==> config.mk <==
export PLATFORM = sky130hd
export DESIGN_NAME = stage_sequencer_flat
export DESIGN_NICKNAME = d
export VERILOG_FILES = /design/src/rtl/stage_sequencer_if.sv /design/src/rtl/stage_sequencer.sv /design/src/flat_wrapper.sv
export SDC_FILE = /design/constraint.sdc
export NUM_CORES = 1
export LEC_CHECK = 0
export ABC_CLOCK_PERIOD_IN_PS = 12000
export CORE_AREA = 2 2 131 133
export DETAILED_ROUTE_END_ITERATION = 8
export DIE_AREA = 0 0 133 135
export GPL_TIMING_DRIVEN = 1
export HOLD_SLACK_MARGIN = 0.15
export PLACE_DENSITY = 0.74
export SYNTH_ARGS = -nofsm -noshare
export SYNTH_HDL_FRONTEND = slang
export SYNTH_SLANG_ARGS = --single-unit
==> constraint.sdc <==
create_clock -name clk -period 12 [get_ports clk]
set_input_delay 1.2 -clock clk [delete_from_list [all_inputs] [get_ports clk]]
set_output_delay 1.2 -clock clk [all_outputs]
set_load 0.01 [all_outputs]
==> src/rtl/stage_sequencer_if.sv <==
// Handshake bundle between the instruction sequencer and the multi-cycle core.
// The master modport is the sequencer side and the slave modport is the core or testbench side.
//   inputs to the sequencer : enabled_stages, stage_done, fault_in, halt_req, resume
//   outputs from sequencer  : stage_active, stage_index, retire, halted, fault, timeout_fault,
//                             fault_stage, cycle_count, instret_count
interface stage_sequencer_if #(
  parameter int unsigned NUM_STAGES  = 6,
  parameter int unsigned COUNT_WIDTH = 64
);
  localparam int unsigned IdxW = $clog2(NUM_STAGES);

  logic [NUM_STAGES-1:0]  enabled_stages;
  logic [NUM_STAGES-1:0]  stage_done;
  logic                   fault_in;
  logic                   halt_req;
  logic                   resume;

  logic [NUM_STAGES-1:0]  stage_active;
  logic [IdxW-1:0]        stage_index;
  logic                   retire;
  logic                   halted;
  logic                   fault;
  logic                   timeout_fault;
  logic [IdxW-1:0]        fault_stage;
  logic [COUNT_WIDTH-1:0] cycle_count;
  logic [COUNT_WIDTH-1:0] instret_count;

  modport master (
    input  enabled_stages, stage_done, fault_in, halt_req, resume,
    output stage_active, stage_index, retire, halted, fault, timeout_fault, fault_stage,
           cycle_count, instret_count
  );

  modport slave (
    output enabled_stages, stage_done, fault_in, halt_req, resume,
    input  stage_active, stage_index, retire, halted, fault, timeout_fault, fault_stage,
           cycle_count, instret_count
  );
endinterface

==> src/rtl/stage_sequencer.sv <==
// One-hot sequencer for the stages of a multi-cycle core. It supports per-instruction stage
// skipping, a per-stage watchdog, sticky fault capture, halt and resume at instruction
// boundaries, and cycle and instret counters.
//   clk   : clock; all state changes on the rising edge
//   reset : asynchronous, active-high
//   bus   : stage_sequencer_if.master (decode enables, stage completion, fault, halt and resume
//           in; active stage, retire, status and counters out, all registered)
module stage_sequencer #(
  parameter int unsigned NUM_STAGES     = 6,
  parameter int unsigned TIMEOUT_CYCLES = 255,
  parameter int unsigned COUNT_WIDTH    = 64
) (
  input logic               clk,
  input logic               reset,
  stage_sequencer_if.master bus
);
  localparam int unsigned IdxW   = $clog2(NUM_STAGES);
  localparam int unsigned WdNeed = $clog2(TIMEOUT_CYCLES + 1);
  localparam int unsigned WdW    = (WdNeed > 8) ? WdNeed : 8;
  // Only used when TIMEOUT_CYCLES != 0, so the wrap for 0 is harmless.
  localparam logic [WdW-1:0] WdLast = WdW'(TIMEOUT_CYCLES - 1);
  localparam logic [NUM_STAGES-1:0] Stage0 = NUM_STAGES'(1);

  typedef enum logic [1:0] {StIdle, StRun, StHalt} state_e;

  state_e                 state_q, state_d;
  logic [NUM_STAGES-1:0]  active_q, active_d;
  logic [IdxW-1:0]        idx_q, idx_d;
  logic [WdW-1:0]         wd_q, wd_d;
  logic                   retire_q, retire_d;
  logic                   halted_q, halted_d;
  logic                   fault_q, fault_d;
  logic                   to_fault_q, to_fault_d;
  logic [IdxW-1:0]        fault_stage_q, fault_stage_d;
  logic [COUNT_WIDTH-1:0] cycle_q, cycle_d;
  logic [COUNT_WIDTH-1:0] instret_q, instret_d;

  logic                   nxt_found;
  logic [IdxW-1:0]        nxt_idx;
  logic                   done_act;

  assign done_act = bus.stage_done[idx_q];

  // Lowest enabled stage above the active one; scanning downward lets the lowest hit win.
  always_comb begin
    nxt_found = 1'b0;
    nxt_idx   = '0;
    for (int j = NUM_STAGES - 1; j >= 1; j--) begin
      if (IdxW'(j) > idx_q && bus.enabled_stages[j]) begin
        nxt_found = 1'b1;
        nxt_idx   = IdxW'(j);
      end
    end
  end

  always_comb begin
    state_d       = state_q;
    active_d      = active_q;
    idx_d         = idx_q;
    wd_d          = wd_q;
    retire_d      = 1'b0;
    halted_d      = halted_q;
    fault_d       = fault_q;
    to_fault_d    = to_fault_q;
    fault_stage_d = fault_stage_q;
    cycle_d       = cycle_q;
    instret_d     = instret_q;

    unique case (state_q)
      StIdle: begin
        state_d  = StRun;
        active_d = Stage0;
        idx_d    = '0;
        wd_d     = '0;
      end
      StRun: begin
        cycle_d = cycle_q + COUNT_WIDTH'(1);
        if (bus.fault_in || (TIMEOUT_CYCLES != 0 && wd_q == WdLast && !done_act)) begin
          state_d       = StHalt;
          fault_d       = 1'b1;
          to_fault_d    = to_fault_q | ~bus.fault_in;
          fault_stage_d = idx_q;
          halted_d      = 1'b1;
          active_d      = '0;
          idx_d         = '0;
          wd_d          = '0;
        end else if (done_act) begin
          wd_d = '0;
          if (nxt_found) begin
            idx_d    = nxt_idx;
            active_d = Stage0 << nxt_idx;
          end else begin
            // Instruction boundary: retire, then either halt or refetch.
            retire_d  = 1'b1;
            instret_d = instret_q + COUNT_WIDTH'(1);
            idx_d     = '0;
            if (bus.halt_req) begin
              state_d  = StHalt;
              halted_d = 1'b1;
              active_d = '0;
            end else begin
              active_d = Stage0;
            end
          end
        end else begin
          wd_d = wd_q + WdW'(1);
        end
      end
      StHalt: begin
        // A faulted halt is locked until reset.
        if (!fault_q && bus.resume) begin
          state_d  = StRun;
          halted_d = 1'b0;
          active_d = Stage0;
          idx_d    = '0;
          wd_d     = '0;
        end
      end
      default: state_d = StIdle;
    endcase
  end

  always_ff @(posedge clk or posedge reset) begin
    if (reset) begin
      state_q       <= StIdle;
      active_q      <= '0;
      idx_q         <= '0;
      wd_q          <= '0;
      retire_q      <= 1'b0;
      halted_q      <= 1'b0;
      fault_q       <= 1'b0;
      to_fault_q    <= 1'b0;
      fault_stage_q <= '0;
      cycle_q       <= '0;
      instret_q     <= '0;
    end else begin
      state_q       <= state_d;
      active_q      <= active_d;
      idx_q         <= idx_d;
      wd_q          <= wd_d;
      retire_q      <= retire_d;
      halted_q      <= halted_d;
      fault_q       <= fault_d;
      to_fault_q    <= to_fault_d;
      fault_stage_q <= fault_stage_d;
      cycle_q       <= cycle_d;
      instret_q     <= instret_d;
    end
  end

  assign bus.stage_active  = active_q;
  assign bus.stage_index   = idx_q;
  assign bus.retire        = retire_q;
  assign bus.halted        = halted_q;
  assign bus.fault         = fault_q;
  assign bus.timeout_fault = to_fault_q;
  assign bus.fault_stage   = fault_stage_q;
  assign bus.cycle_count   = cycle_q;
  assign bus.instret_count = instret_q;
endmodule
==> src/flat_wrapper.sv <==
// flat-port wrapper written by rule: the top's interface ports become plain ports
module stage_sequencer_flat 
#(
  parameter int unsigned NUM_STAGES     = 6,
  parameter int unsigned TIMEOUT_CYCLES = 255,
  parameter int unsigned COUNT_WIDTH    = 64
)
  (clk, reset, bus_enabled_stages, bus_stage_done, bus_fault_in, bus_halt_req, bus_resume, bus_stage_active, bus_stage_index, bus_retire, bus_halted, bus_fault, bus_timeout_fault, bus_fault_stage, bus_cycle_count, bus_instret_count);
  stage_sequencer_if #(.NUM_STAGES(NUM_STAGES), .COUNT_WIDTH(COUNT_WIDTH)) bus_i ();
  input logic clk;
  input logic reset;
  input wire logic [$bits(bus_i.enabled_stages)-1:0] bus_enabled_stages;
  input wire logic [$bits(bus_i.stage_done)-1:0] bus_stage_done;
  input wire logic [$bits(bus_i.fault_in)-1:0] bus_fault_in;
  input wire logic [$bits(bus_i.halt_req)-1:0] bus_halt_req;
  input wire logic [$bits(bus_i.resume)-1:0] bus_resume;
  output wire logic [$bits(bus_i.stage_active)-1:0] bus_stage_active;
  output wire logic [$bits(bus_i.stage_index)-1:0] bus_stage_index;
  output wire logic [$bits(bus_i.retire)-1:0] bus_retire;
  output wire logic [$bits(bus_i.halted)-1:0] bus_halted;
  output wire logic [$bits(bus_i.fault)-1:0] bus_fault;
  output wire logic [$bits(bus_i.timeout_fault)-1:0] bus_timeout_fault;
  output wire logic [$bits(bus_i.fault_stage)-1:0] bus_fault_stage;
  output wire logic [$bits(bus_i.cycle_count)-1:0] bus_cycle_count;
  output wire logic [$bits(bus_i.instret_count)-1:0] bus_instret_count;
  assign bus_i.enabled_stages = bus_enabled_stages;
  assign bus_i.stage_done = bus_stage_done;
  assign bus_i.fault_in = bus_fault_in;
  assign bus_i.halt_req = bus_halt_req;
  assign bus_i.resume = bus_resume;
  assign bus_stage_active = bus_i.stage_active;
  assign bus_stage_index = bus_i.stage_index;
  assign bus_retire = bus_i.retire;
  assign bus_halted = bus_i.halted;
  assign bus_fault = bus_i.fault;
  assign bus_timeout_fault = bus_i.timeout_fault;
  assign bus_fault_stage = bus_i.fault_stage;
  assign bus_cycle_count = bus_i.cycle_count;
  assign bus_instret_count = bus_i.instret_count;
  stage_sequencer #(.NUM_STAGES(NUM_STAGES), .TIMEOUT_CYCLES(TIMEOUT_CYCLES), .COUNT_WIDTH(COUNT_WIDTH)) u_core (.clk(clk), .reset(reset), .bus(bus_i));
endmodule
* Word-level counts from Yosys, hierarchy flattened *
Index checks and enable logic that the tools add are counted.
Widths: inputs -> output; s select.

storage, ports and cells
  output and inout port bits = 144
  logic and storage cells = 94
  input bits = 17
  flip-flop bits (word level) = 154

cells by class
  add/sub/neg operators = 3
  bitwise operators = 4
  equal/unequal tests = 7
  reductions and logical operators = 19
  muxes and demuxes = 43
  shift-type cells = 1
  $lt $le $gt $ge = 6

operator list
  cell                   count
  $add 64x1->64 const B  2
  $mux 3                 9
  $mux 6                 4
  $mux 8                 3
  $pmux 8 s3             1
  $pmux 6 s3             1
  $mux 1                 16
  $mux 2                 5
  $pmux 3 s3             1
  $add 8x1->8 const B    1
  $eq 8x8->1 const B     1
  $reduce_and 4->1       2
  $logic_and 1x1->1      7
  $gt 2x3->1 const A     2
  $gt 3x3->1 const A     2
  $pmux 2 s3             1
  $shl 1x3->6 const A    1
  $reduce_and 5->1       1
  $lt 3x4->1 const B     1
  $reduce_and 2->1       2
  $bmux 1 s3             1
  $gt 1x3->1 const A     1
  $ne 3x1->1 const B     1
  $ne 3x2->1 const B     1
  13 further kinds       16

* Logic depth before layout (Yosys ltp) *
Gate-level depths: netlist of run 1.

  word-level depth = 12
  depth in mapped cells = 10
  mapped depth without buffers = 8

* Worst setup path after synthesis of run 1 *
Ideal clock, no wire load.

  path kind = input -> register
  start = input bus_stage_done[1]
  end = register u_core.instret_q[42], in the netlist u_core.bus.instret_count[42]
  data arrival time = 2.788 ns
  buffers on the path = 2
  cell stages on the path = 8
  setup slack = 9.133 ns
  data required time = 11.921 ns
  setup time = 0.079 ns
  path through = mux2i_1 > o22ai_1 > o21ai_1 > or4_1 > buf_2 > buf_4 > nor3_1 > xor2_1

on the way
  longest elaborated chain between the ends = 7

ends and longest elaborated chain
  item                                 RTL line                RTL
  start, declared                      flat_wrapper.sv:13      input wire logic [$bits(bus_i.stage_done)-1:0] bus_stage_done;
  $bmux 1 s3 *                         stage_sequencer.sv:42   assign done_act = bus.stage_done[idx_q];
  $mux 1 (implied by the code) *       stage_sequencer.sv:42
  $logic_not 1->1                      stage_sequencer.sv:78   if (bus.fault_in || (TIMEOUT_CYCLES != 0 && wd_q == WdLast && !done_act)) begin
  $logic_and 1x1->1                    stage_sequencer.sv:78
  $logic_or 1x1->1                     stage_sequencer.sv:78
  $not 1->1 (no source line)           -
  $reduce_and 4->1 (no source line) *  -
  end signal, assigned                 stage_sequencer.sv:147  instret_q <= instret_d;
  end, declared                        stage_sequencer.sv:36   logic [COUNT_WIDTH-1:0] instret_q, instret_d;

Every way passes the cells marked *; elsewhere a longest branch is shown, timed or not. The select of a mux whose other input is x is not followed.
A chain may end at the register's enable or synchronous reset.

* Worst setup path after layout of run 1 *
  start = input bus_stage_done[1]
  end = register u_core.instret_q[57], in the netlist u_core.bus.instret_count[57]

Same word-level chain as after synthesis.

==> impl_metrics.csv, run 1 <==
group,metric,value,unit
run_status,outcome,"finished, final reports clean",
clocking,tritoncts,"built",
floorplanning,fp.dieW,133,um
worst_setup_path,crit_chain,"clkdlybuf4s50_1, mux2i_1, o22ai_1, o21a_1, nand4_1, nor4_1, xor2_1",
cells_and_area,finalNetCount,878,
clocking,cts_root_buffer,"clkbuf_16",
cells_and_area,drive_above_1_share,0.06590,
clocking,clkLatencyLatePin,430,ps
clocking,cts.sinks,154,
logic_synthesis,muxShareOfSynthArea,0.01028,
sta,hold_viol,0,
worst_setup_path,critPathArrivalTime,3790,ps
worst_setup_path,crit_fanout,14,
routing,routed_via_density,5.139,
clocking,numCtsBuffers,17,
logic_synthesis,avgSynthCellArea,10.64,um^2
logic_synthesis,syn-cell-area,7302,um^2
worst_setup_path,reg2reg_from,"u_core.state_q[1]",
worst_setup_path,rrSetupSlack,8970,ps
routing,drc,0,
power,vdd_ir_drop_max,0.1038,mV
placement,dp_hpwl,11.42,mm
min_path,min_path_type,"reg2reg",
floorplanning,die-area,17960,um^2
min_path,min_to,"u_core.bus.cycle_count[63]",
cells_and_area,num-fill-cells,1407,
cells_and_area,multi_input_area,3263,um^2
sta,clock_skew,9.921,ps
worst_setup_path,crit_type,"in2reg",
logic_synthesis,seq_area_frac_synth,0.5278,
logic_synthesis,synth_compound_area_frac,0.03564,
logic_synthesis,synth_top_family_by_area,"simple AND/OR/NAND/NOR gates",
clocking,cts_post_setup_buffers_inserted,0,
sta,fin_crit_sh,0.2871,
logic_synthesis,ys_seq_elements,154,
cells_and_area,ff_latch_area,3854,um^2
clocking,clk_path_buf_depth,2,
floorplanning,io_pins,161,
global_routing,track_usage,0.1875,
sta,rsz0062_at_grt,"no",
sta,max_slew.worst_pin.slew,1034,ps
worst_setup_path,worst_ep_required_time,12340,ps
routing,totalWireLength,16.36,mm
logic_synthesis,synth_edf_count,0,
logic_synthesis,synth-simple-area-share,0.2301,
sta,slew_violations,0,
routing,detail_route.iter0.violations,377,
global_routing,grt_max_degree,84,
logic_synthesis,ys_top_cells_by_area,"dfrtp_1, xor2_1, xnor2_1",
flow_run,max_cap_viol_count,0,
floorplanning,initial_core_util,0.4451,
worst_setup_path,ff2ff_path_depth,7,
cells_and_area,design_area,9689,um^2
power,p_leak,4.368,nW
global_routing,antenna_found_initial,0,
clocking,cts_resized,0,
placement,gp_congestion,0.7972,
worst_setup_path,crit_path_max_incr_delay,630,ps
clocking,h-tree-depth,4,
global_routing,first_global_vias,5423,
floorplanning,die_h,135,um
floorplanning,core,16410,um^2
sta,fmax,290.3,MHz
clocking,clk_pin_slew_worst_paths,60,ps
placement,portBuffers,159,
power,power,1.283,mW
clocking,hold_buffers,0,
global_routing,grt_pass1_wl,26.99,mm
min_path,min_from,"u_core.bus.cycle_count[63]",
logic_synthesis,synth_top_area_share,0.5278,
min_path,holdPathStages,1,
sta,hold_slack,462.6,ps
cells_and_area,diodes,0,
logic_synthesis,yosysWarnings,0,
sta,setup_viol,0,
logic_synthesis,synthFlopType,"dfrtp_1",
routing,first_pass_iters,5,
sta,fin_crit,3445,ps
logic_synthesis,synth.largest_area_cell,"dfrtp_1",
routing,dr_total_vias,5576,
logic_synthesis,async_reset_ff_frac,1.000,
power,cellPowerDensity,132.4,nW/um^2
worst_setup_path,critPathLaunchType,"input port",
cells_and_area,finish.utilization,0.5906,
logic_synthesis,synth_xor_area_frac,0.1571,
floorplanning,rows,47,
worst_setup_path,worstReg2RegEnd,"u_core.bus.instret_count[57]",
logic_synthesis,synth.distinct_cells,52,
sta,tns,0,ps
placement,dpl_cell_area,9120,um^2
worst_setup_path,endpoint_kind,"register",
sta,relSlewSlack,0.3052,
logic_synthesis,syn_nets,711,
logic_synthesis,synthAdderAreaFrac,0.01371,
cells_and_area,syn2layout_area_growth,32.69,%
logic_synthesis,netlist_instances,686,
routing,wl_per_cell,15.08,um
worst_setup_path,critPathSlowestCell,"nand4_1",
routing,drtAntennaViolNets,0,
global_routing,gr-total-overflow,0,
==> flip-flops by register name, indices dropped and copies added (netlist names) <==
signal and cells:
u_core.bus.fault 1, u_core.state_q 2, u_core.wd_q 8, u_core.bus.retire 1, u_core.bus.cycle_count 64, u_core.bus.halted 1
u_core.bus.instret_count 64, u_core.bus.stage_index 3, u_core.bus.fault_stage 3, u_core.bus.timeout_fault 1, u_core.bus.stage_active 6
==> stage by stage <==
stage,cells,setup slack (ps)
2_1_floorplan,686,6650
3_3_place_gp,1054,8192
3_5_place_dp,1054,8103
4_1_cts,1085,8567
5_1_grt,1085,8408
6_report,1085,8555
==> critical path: cells and delay by family <==
| family | cells | cell delay, ps |
|---|---|---|
| simple gates | 2 | 1210 |
| compound gates | 2 | 650 |
| buf+inv | 1 | 450 |
| xor+xnor | 1 | 190 |
| mux | 1 | 70 |
==> cells in the mapped netlist, types with 2 or more instances <==
cell	count
nand2b_1	9
o21bai_1	2
nor3_1	35
o21ai_1	3
buf_4	2
or4_4	2
a22o_1	3
mux2i_1	3
o31ai_1	3
xor2_1	77
mux2_2	4
ha_1	8
inv_1	31
nor2_1	44
and3_1	19
or3_1	5
or2_2	2
buf_2	4
clkbuf_1	5
a21oi_1	8
nor3_2	11
and2_1	6
nor4_1	12
a21o_1	2
nand4_1	25
o21ai_0	7
nand2_1	61
o32a_1	2
nor4_2	2
or4_1	2
dfrtp_1	154
nor4b_1	2
xnor2_1	54
o21a_1	2
nand3_1	41
nor2b_1	4
and4_1	15
==> power by group <==
| group | internal [mW] | switching [mW] | leakage (nW) |
|---|---|---|---|
| logic | 0.0844 | 0.102 | 2.02 |
| registers | 0.544 | 0.0324 | 2.08 |
| clock network | 0.310 | 0.210 | 0.268 |
| total | 0.939 | 0.344 | 4.37 |
==> layout make-up <==
class                      count  area share
sequential                   154      0.3977
tap                          220     0.02841
clock inverter                11     0.01266
timing repair buffer         161      0.1658
inverter                      31     0.01253
clock buffer                  20     0.04610
multi-input combinational    488      0.3368
==> how the worst max path moves through the flow <==
stage	start	endpoint	slack, ps
after floorplan	reset	u_core.bus.cycle_count[0]	6650
final	bus_stage_done[1]	u_core.bus.instret_count[57]	8560
after global routing	bus_stage_done[0]	u_core.bus.instret_count[57]	8410
after CTS	bus_stage_done[1]	u_core.bus.instret_count[57]	8570
after global placement	bus_stage_done[1]	u_core.bus.instret_count[58]	8190
after detailed placement	bus_stage_done[1]	u_core.bus.instret_count[57]	8100
==> cell usage in the layout (no fill, tap or decap), types with 3 or more instances in the layout <==
cell type / n
and4_1: 15
inv_1: 30
and2_1: 6
nor4_1: 12
ha_1: 8
xnor2_1: 54
nor3_1: 35
nor2_1: 44
clkinv_2: 3
or3_1: 5
nand2_1: 61
clkdlybuf4s50_1: 159
a22o_1: 3
nand4_1: 25
xor2_1: 77
mux2i_1: 3
clkbuf_16: 17
o21ai_1: 3
nand2b_1: 9
o31ai_1: 3
a21oi_1: 8
nand3_1: 41
mux2_2: 4
clkinvlp_4: 4
nor2b_1: 4
and3_1: 19
nor3_2: 11
dfrtp_1: 154
o21ai_0: 7
==> kinds of logic after synthesis <==
family / count (synthesis)
AO/OA/AOI/OAI: 39
XOR/XNOR: 131
adder cells (fa/ha/maj): 8
buffers and inverters: 44
flip-flops: 154
multiplexers: 7
AND/OR/NAND/NOR: 303
==> metal layers <==
layer / wire length, um / global-route usage / share of wire
met1: 7577 / 0.2494 / 0.46
met2: 7446 / 0.2910 / 0.46
met3: 1067 / 0.05968 / 0.065
met4: 264 / 0.06511 / 0.016
met5: 0 / 0 / 0
Power figures use the tool's default switching activity.
==> run 2, diff against run 1 <==
- ABC_CLOCK_PERIOD_IN_PS: 12000 -> 3170
- clock period: 12 -> 3.17 ns (I/O delays scaled with it)
==> run 2 against run 1 <==
  * Routed wire length is 0.68% lower
  * First-iteration DRC count is 31% lower
  * Clock power grew to 3.8 times the previous value
  * Sequential power grew to 3.8 times the previous value
  * Sequential share of layout area is 0.36 points lower
  * Count of clock-buffer cells in the layout is 2 lower
  * Combinational power grew to 4.0 times the previous value
  * Highest routed layer unchanged
==> impl_metrics.csv, run 2 (synthesized netlist as in run 1, its figures left out) <==
group,metric,value,unit
sta,fin_crit,2665,ps
sta,rsz0062_at_grt,"no",
cells_and_area,layout_commonest_cell,"clkdlybuf4s50_1",
placement,dp_hpwl,11.47,mm
run_status,outcome,"finished, final reports clean",
floorplanning,core,16410,um^2
clocking,clk_path_buf_depth,2,
placement,gp_congestion,0.8179,
floorplanning,io_pins,161,
power,swShare,0.2718,
sta,clock_skew,8.599,ps
sta,tns,0,ps
worst_setup_path,critPathLaunchType,"register",
sta,slew_violations,0,
clocking,clkLatencyLatePin,420,ps
worst_setup_path,critPathArrivalTime,3010,ps
power,vdd_ir_drop_max,0.3598,mV
worst_setup_path,crit_fanout,10,
worst_setup_path,startpoint,"u_core.state_q[1]",
power,clock_power_share,0.403,
placement,portBuffers,159,
clocking,tritoncts,"built",
floorplanning,die-area,17960,um^2
power,p_comb_frac,0.153,
worst_setup_path,reg2reg_from,"u_core.state_q[1]",
min_path,min_path_type,"reg2reg",
cells_and_area,finalNetCount,887,
global_routing,antenna_found_initial,0,
sta,max_slew.worst_pin.slew,839.9,ps
power,pwr-share-seq,0.444,
cells_and_area,diodes,0,
cells_and_area,fin_cells,1095,
clocking,hold_buffers,0,
floorplanning,die_h,135,um
routing,drtAntennaViolNets,0,
floorplanning,rows,47,
routing,first_pass_iters,4,
global_routing,track_usage,0.1874,
sta,setup_viol,0,
global_routing,grt_pass1_wl,27.09,mm
routing,dr_total_vias,5649,
sta,relSlewSlack,0.4401,
clocking,cts_root_buffer,"clkbuf_16",
global_routing,first_global_vias,5407,
sta,hold_viol,0,
clocking,cts_post_setup_buffers_inserted,0,
clocking,h-tree-depth,4,
routing,routed_via_density,5.159,
power,power.switching,1.333,mW
routing,detail_route.iter0.violations,260,
sta,fmax,375.3,MHz
placement,place_ws,467.4,ps
sta,layout_setup_ws,505.2,ps
routing,wl_per_cell,14.84,um
routing,drc,0,
clocking,cts_resized,0,
power,p_int,3.570,mW
global_routing,grt_max_degree,155,
power,p_leak,4.417,nW
cells_and_area,drive_above_1_share,0.07771,
power,cellPowerDensity,501.5,nW/um^2
floorplanning,fp.dieW,133,um
worst_setup_path,worst_ep_required_time,3510,ps
worst_setup_path,crit_type,"reg2reg",
cells_and_area,syn2layout_area_growth,33.89,%
worst_setup_path,endpoint_kind,"register",
floorplanning,initial_core_util,0.4451,
cells_and_area,final_cell_mix,"clkdlybuf4s50_1, dfrtp_1, xor2_1",
clocking,numCtsBuffers,17,
flow_run,max_cap_viol_count,0,
routing,totalWireLength,16.25,mm
placement,placedCellCount,1063,
clocking,clk_pin_slew_worst_paths,60,ps
clocking,cts.sinks,154,
min_path,min_from,"u_core.bus.instret_count[63]",
global_routing,gr-total-overflow,0,
sta,fin_crit_sh,0.8406,
cells_and_area,finish.utilization,0.5959,
[run 2: per-layer routing]
| metal | track usage | part of all wire |
|---|---|---|
| met2 | 0.2887 | 0.46 |
| met3 | 0.05218 | 0.059 |
| met5 | 0 | 0 |
| met1 | 0.2564 | 0.46 |
| met4 | 0.06392 | 0.015 |
[run 2: path summary, 6_finish.rpt]
check / cells after the start / slack [ps] / endpoint
setup / recovery: 7 / 510 / u_core.bus.cycle_count[59]
hold / removal: 1 / 460 / u_core.bus.instret_count[63]
setup reg to reg: 7 / 510 / u_core.bus.cycle_count[59]
hold reg to reg: 1 / 460 / u_core.bus.instret_count[63]
max in group asynchronous: 3 / 2050 / u_core.bus.cycle_count[41]
min in group asynchronous: 3 / 470 / u_core.bus.cycle_count[42]
[run 2: area by class of cell]
cell class | instances | area, um^2
Clock buffer | 18 | 429.2
Clock inverter | 14 | 148.9
Fill cell | 1349 | 6630
Inverter | 31 | 120.1
Multi-Input combinational cell | 488 | 3263
Sequential cell | 154 | 3854
Tap cell | 220 | 275.3
Timing Repair Buffer | 170 | 1687
[run 2: power groups by stage]
stage	clock network [mW]	registers, mW	logic, mW
2_1_floorplan	0	2.22	0.427
3_3_place_gp	0	2.21	0.751
3_5_place_dp	0	2.21	0.760
4_1_cts	2.01	2.18	0.765
5_1_grt	2.10	2.20	0.843
6_report	1.98	2.17	0.750
[run 2: through the flow]
stage | instance area [um^2] | hold slack (ps) | power (mW)
floorplan | 7306 | 416.8 | 2.642
global placement | 9199 | 456.4 | 2.958
detailed placement | 9199 | 460.8 | 2.972
CTS | 9777 | 468.7 | 4.956
global route | 9777 | 493.8 | 5.140
finish | 9777 | 463.0 | 4.903
[run 2: critical path, stage by stage (launching register included)]
cell     delay, ps
dfrtp_1        410
inv_1           90
ha_1           350
nand4_4        220
or4_4          600
or4_4          570
nor4_4         200
xnor2_1        140
